## config.mk

```make
export PLATFORM = sky130hd
export DESIGN_NAME = lcd_bus_writer
export DESIGN_NICKNAME = d
export VERILOG_FILES = /design/src/rtl/lcd_bus_writer.sv
export SDC_FILE = /design/constraint.sdc
export NUM_CORES = 1
export LEC_CHECK = 0
export CORE_UTILIZATION = 60
export DETAILED_ROUTE_END_ITERATION = 8
export DONT_BUFFER_PORTS = 1
export PLACE_DENSITY_LB_ADDON = 0.2
export SLEW_MARGIN = 20
export SYNTH_ARGS = -nofsm -noshare
export SYNTH_HDL_FRONTEND = slang
export SYNTH_SLANG_ARGS = --single-unit
```

## constraint.sdc

```tcl
create_clock -name clk -period 2.6 [get_ports clk]
set_input_delay 0.26 -clock clk [delete_from_list [all_inputs] [get_ports clk]]
set_output_delay 0.26 -clock clk [all_outputs]
set_load 0.01 [all_outputs]
```

## src/rtl/lcd_bus_writer.sv

```systemverilog
// Drains a FWFT 17-bit word FIFO onto an 8080-style 16-bit panel write bus after a power-up panel reset.
// Pop-to-WR-fall is 1 clk; the FIFO is popped only once the panel bus is free, and never while empty.
module lcd_bus_writer #(
  parameter int WR_LOW_CYC   = 2,
  parameter int WR_HIGH_CYC  = 2,
  parameter int RST_LOW_CYC  = 500,
  parameter int RST_WAIT_CYC = 6000000,
  parameter int CNT_W        = 24
) (
  input  logic        clk,
  input  logic        rst_n,
  input  logic        rempty,
  input  logic [16:0] rdata,
  output logic        rinc,
  output logic        LCD_CS,
  output logic        LCD_RS,
  output logic        LCD_WR,
  output logic        LCD_RD,
  output logic        LCD_RST,
  output logic [15:0] LCD_DATA,
  output logic        ready
);

  typedef enum logic [2:0] {
    S_RST_LOW,
    S_RST_WAIT,
    S_IDLE,
    S_WR_LO,
    S_WR_HI
  } state_t;

  localparam logic [CNT_W-1:0] RST_LOW_LAST  = CNT_W'(RST_LOW_CYC - 1);
  localparam logic [CNT_W-1:0] RST_WAIT_LAST = CNT_W'(RST_WAIT_CYC - 1);
  localparam logic [CNT_W-1:0] WR_LO_LAST    = CNT_W'(WR_LOW_CYC - 1);
  localparam logic [CNT_W-1:0] WR_HI_LAST    = CNT_W'(WR_HIGH_CYC - 1);

  state_t           state_q;
  logic [CNT_W-1:0] cnt_q;
  logic [CNT_W-1:0] cnt_d;
  logic             cs_q;
  logic             rs_q;
  logic             wr_q;
  logic             lcd_rst_q;
  logic [15:0]      data_q;
  logic             ready_q;
  logic             hi_last;

  assign cnt_d   = cnt_q + 1'b1;
  assign hi_last = (state_q == S_WR_HI) && (cnt_q == WR_HI_LAST);

  // Pop in the same cycle the word is loaded onto the bus, so there is one pop per WR pulse.
  assign rinc = !rempty && ((state_q == S_IDLE) || hi_last);

  always_ff @(posedge clk or negedge rst_n) begin
    if (!rst_n) begin
      state_q   <= S_RST_LOW;
      cnt_q     <= '0;
      cs_q      <= 1'b1;
      rs_q      <= 1'b0;
      wr_q      <= 1'b1;
      lcd_rst_q <= 1'b0;
      data_q    <= '0;
      ready_q   <= 1'b0;
    end else begin
      case (state_q)
        S_RST_LOW: begin
          if (cnt_q == RST_LOW_LAST) begin
            lcd_rst_q <= 1'b1;
            cnt_q     <= '0;
            state_q   <= S_RST_WAIT;
          end else begin
            cnt_q <= cnt_d;
          end
        end
        S_RST_WAIT: begin
          if (cnt_q == RST_WAIT_LAST) begin
            ready_q <= 1'b1;
            cnt_q   <= '0;
            state_q <= S_IDLE;
          end else begin
            cnt_q <= cnt_d;
          end
        end
        S_IDLE: begin
          cs_q <= 1'b1;
          wr_q <= 1'b1;
          if (rinc) begin
            data_q  <= rdata[15:0];
            rs_q    <= rdata[16];
            cs_q    <= 1'b0;
            wr_q    <= 1'b0;
            cnt_q   <= '0;
            state_q <= S_WR_LO;
          end
        end
        S_WR_LO: begin
          if (cnt_q == WR_LO_LAST) begin
            wr_q    <= 1'b1;
            cnt_q   <= '0;
            state_q <= S_WR_HI;
          end else begin
            cnt_q <= cnt_d;
          end
        end
        S_WR_HI: begin
          if (hi_last) begin
            cnt_q <= '0;
            if (rinc) begin
              data_q  <= rdata[15:0];
              rs_q    <= rdata[16];
              wr_q    <= 1'b0;
              state_q <= S_WR_LO;
            end else begin
              cs_q    <= 1'b1;
              state_q <= S_IDLE;
            end
          end else begin
            cnt_q <= cnt_d;
          end
        end
        default: state_q <= S_RST_LOW;
      endcase
    end
  end

  assign LCD_CS   = cs_q;
  assign LCD_RS   = rs_q;
  assign LCD_WR   = wr_q;
  assign LCD_RD   = 1'b1;
  assign LCD_RST  = lcd_rst_q;
  assign LCD_DATA = data_q;
  assign ready    = ready_q;

endmodule

```

==> metrics.md <==
| Metric | Value |
|---|---|
| Worst relative slew slack | 47.7% |
| Post-synthesis cell area | 2590 um^2 |
| GRT Total Usage | 26.6% |
| CTS Buf Count | 5 |
| FF+latch count, synth | 48 |
| Critical path, cell by cell | or4_4 -> nor2_4 -> and3_1 -> and3_4 -> o21ai_4 -> inv_1 |
| Number of core rows | 23 |
| Period utilization | 94.4% |
| Syn avg cell area | 10.1 um^2 |
| CTS H-tree depth | 2 |
| Top Ports | 43 |
| Critical path endpoint category | primary output |
| Clk buf depth | 2 |
| Final Hold Vio Count | 0 |
| Top delay family on crit path | simple AND/OR/NAND/NOR gates |
| Clk_lat worst skew | 0.31 ns |
| Grt total ovfl | 0 |
| Layout cells sized above 1 | 21.6% |
| EDFF count, synth | 0 |
| Yosys cell types | 54 |
| Antenna viol nets, final | 0 |
| Cell Pwr Density | 465 nW/um^2 |
| Status | finished clean |
| Max stage delay on crit path | 0.58 ns |
| CP Launch Type | flop |
| HPWL Detailed | 3910 um |
| Skew final | 0.0106 ns |
| Post-synthesis sequential area ratio | 46.4% |
| Worst Hold Class | in2reg |
| Buffers on Ports | 0 |
| Syn Nets | 278 |
| VDD IR-drop max | 330 uV |
| Pin count of the biggest net entering global routing | 49 |
| Vias | 1942 |
| Antenna diodes | 0 |
| Final setup margin | 0.145 ns |
| TritonCTS clock tree | built |
| Routability cong. | 0.960 |
| Initial antenna violation count | 0 |
| Root Buffer Master | clkbuf_8 |
| Arr. time, crit path | 2.19 ns |
| RSZ-0062 raised after global routing | false |
| Post-synth ARST share | 100% |
| Die H | 67.8 um |
| Critical Path Fanout Max | 9 |
| Ys Warns | 0 |
| Synth Instances | 256 |
| Reg clk slew, reported paths | 0.09 ns |
| DRT Wirelength | 5470 um |
| Setup slack at placement | 0.00227 ns |
| Clk sinks | 48 |
| Die area | 4590 um^2 |
| # Max-Cap Violations | 0 |
| Routed vias/inst | 6.11 |
| Fmax | 407 MHz |
| Vias in the first global route | 1765 |
| Starting Density | 63.5% |
| Pre-antenna DRT Iters | 4 |
| Count of nets after finishing | 289 |
| # DRC | 0 |
| Commonest register cell after synthesis | dfrtp_1 |
| Area added between synthesis and finish | 10.3% |
| CP Class | reg2out |
| First-pass GRT wire length | 8750 um |
| Leakage | 1.32 nW |
| Final Max Slew Viols | 0 |
| Fin Setup TNS | 0 ns |
| Minimum clock period | 2.45 ns |
| DIE WIDTH | 67.8 um |
| Avg WL per Cell | 17.2 um |
| Setup violators final | 0 |
| Crit path required time | 2.34 ns |
| Critical path's slowest cell | or4_4 |
| Buf/Inv on CP | 1 |
| Worst-Margin Slew | 0.776 ns |
| Core Area | 4090 um^2 |
| 1st-iter DRT viols | 150 |
==> metal layers <==
metal / wire (um) / vias to the layer above / share of wire [%] / global-route usage (%)
li1: - / 942 / - / -
met1: 2700 / 917 / 49 / 40.8
met2: 2340 / 76 / 43 / 35.0
met3: 335 / 7 / 6.1 / 6.42
met4: 86 / 0 / 1.6 / 11.2
met5: 0 / - / 0 / 0
==> repair_timing <==
| item | in CTS | in global routing |
|---|---|---|
| hold endpoints to repair | 48 | 0 |
| pin swaps | 1 | 0 |
| endpoints found under the setup margin | 1 | 14 |
| cloned | 0 | 0 |
| hold buffers | 2 | 0 |
| resized for setup | 0 | 2 |
| buffers inserted | 2 | 0 |
==> cells by family (layout without fill, tap and decap cells) <==
group / count (synthesis) / count (layout) / share of synthesized area [%]
XOR/XNOR: 14 / 14 / 4.73
multiplexers: 18 / 18 / 9.12
buffers and inverters: 21 / 33 / 4.24
AND/OR/NAND/NOR: 119 / 119 / 24.9
AO/OA/AOI/OAI: 33 / 33 / 9.50
flip-flops: 48 / 48 / 46.4
adder cells (fa/ha/maj): 2 / 2 / 0.965
other: 1 / 1 / 0.145
==> cell usage after synthesis, types with 4 or more instances <==
master | n | area [um^2]
nand3_1 | 22 | 110
xnor2_1 | 7 | 61.3
nor3_1 | 6 | 30.0
inv_1 | 7 | 26.3
clkbuf_1 | 6 | 22.5
xor2_1 | 7 | 61.3
o21ai_0 | 6 | 30.0
a21oi_1 | 5 | 25.0
and3_1 | 6 | 37.5
mux2_2 | 9 | 101
nand2_1 | 14 | 52.6
dfrtp_1 | 46 | 1150
mux2_4 | 9 | 135
nand2b_1 | 4 | 25.0
nor2_1 | 30 | 113
and4_1 | 5 | 43.8
nor4_1 | 5 | 31.3
nand4_1 | 6 | 37.5
==> power by group <==
part           internal, mW  switching [mW]
registers             0.746               0
logic               0.00619          0.0152
clock network         0.314           0.249
==> final timing paths <==
check                      startpoint           end  slack (ns)  cells past startpoint
max                          cnt_q[5]          rinc        0.15                      6
min                         rdata[12]  LCD_DATA[12]        0.09                      1
max reg2reg                  cnt_q[5]   LCD_DATA[7]        0.21                      7
min reg2reg                    LCD_CS        LCD_CS        0.56                      2
max in group asynchronous       rst_n        LCD_WR        1.87                      2
min in group asynchronous       rst_n      cnt_q[8]        0.45                      2
==> stage by stage <==
| step | cell area (um^2) | instances | total power, mW | hold WS, ns | util (%) |
|---|---|---|---|---|---|
| after floorplan | 2590 | 256 | 0.764 | -0.0356 | - |
| after global placement | 2680 | 306 | 0.763 | -0.0339 | 65.5 |
| after detailed placement | 2680 | 306 | 0.763 | -0.0344 | 65.5 |
| after CTS | 2850 | 318 | 1.34 | 0.0863 | 69.8 |
| after global routing | 2860 | 318 | 1.37 | 0.0824 | 70.0 |
| final | 2860 | 318 | 1.33 | 0.0922 | 70.0 |
==> sequential cells by signal, indices dropped and copies added (netlist names) <==
| name | cells |
|---|---|
| LCD_RS | 1 |
| cnt_q | 24 |
| state_q | 3 |
| LCD_DATA | 16 |
| LCD_WR | 1 |
| LCD_RST | 1 |
| LCD_CS | 1 |
| ready | 1 |
==> cell usage in the layout, fill, tap and decap left out, drive strengths merged, types with 14 or more instances in the layout <==
| cell | synthesis | routed |
|---|---|---|
| dfrtp | 46 | 46 |
| nor2 | 31 | 31 |
| nand3 | 22 | 22 |
| mux2 | 18 | 18 |
| buf | 7 | 17 |
| nand2 | 14 | 14 |
==> area by class of cell <==
| type | instances | area (um^2) |
|---|---|---|
| Tap cell | 50 | 62.6 |
| Sequential cell | 48 | 1200 |
| Inverter | 7 | 26.3 |
| Clock inverter | 2 | 38.8 |
| Timing Repair Buffer | 18 | 158 |
| Multi-Input combinational cell | 187 | 1290 |
| Clock buffer | 6 | 82.6 |
| Fill cell | 313 | 1230 |
Power figures use the tool's default switching activity.
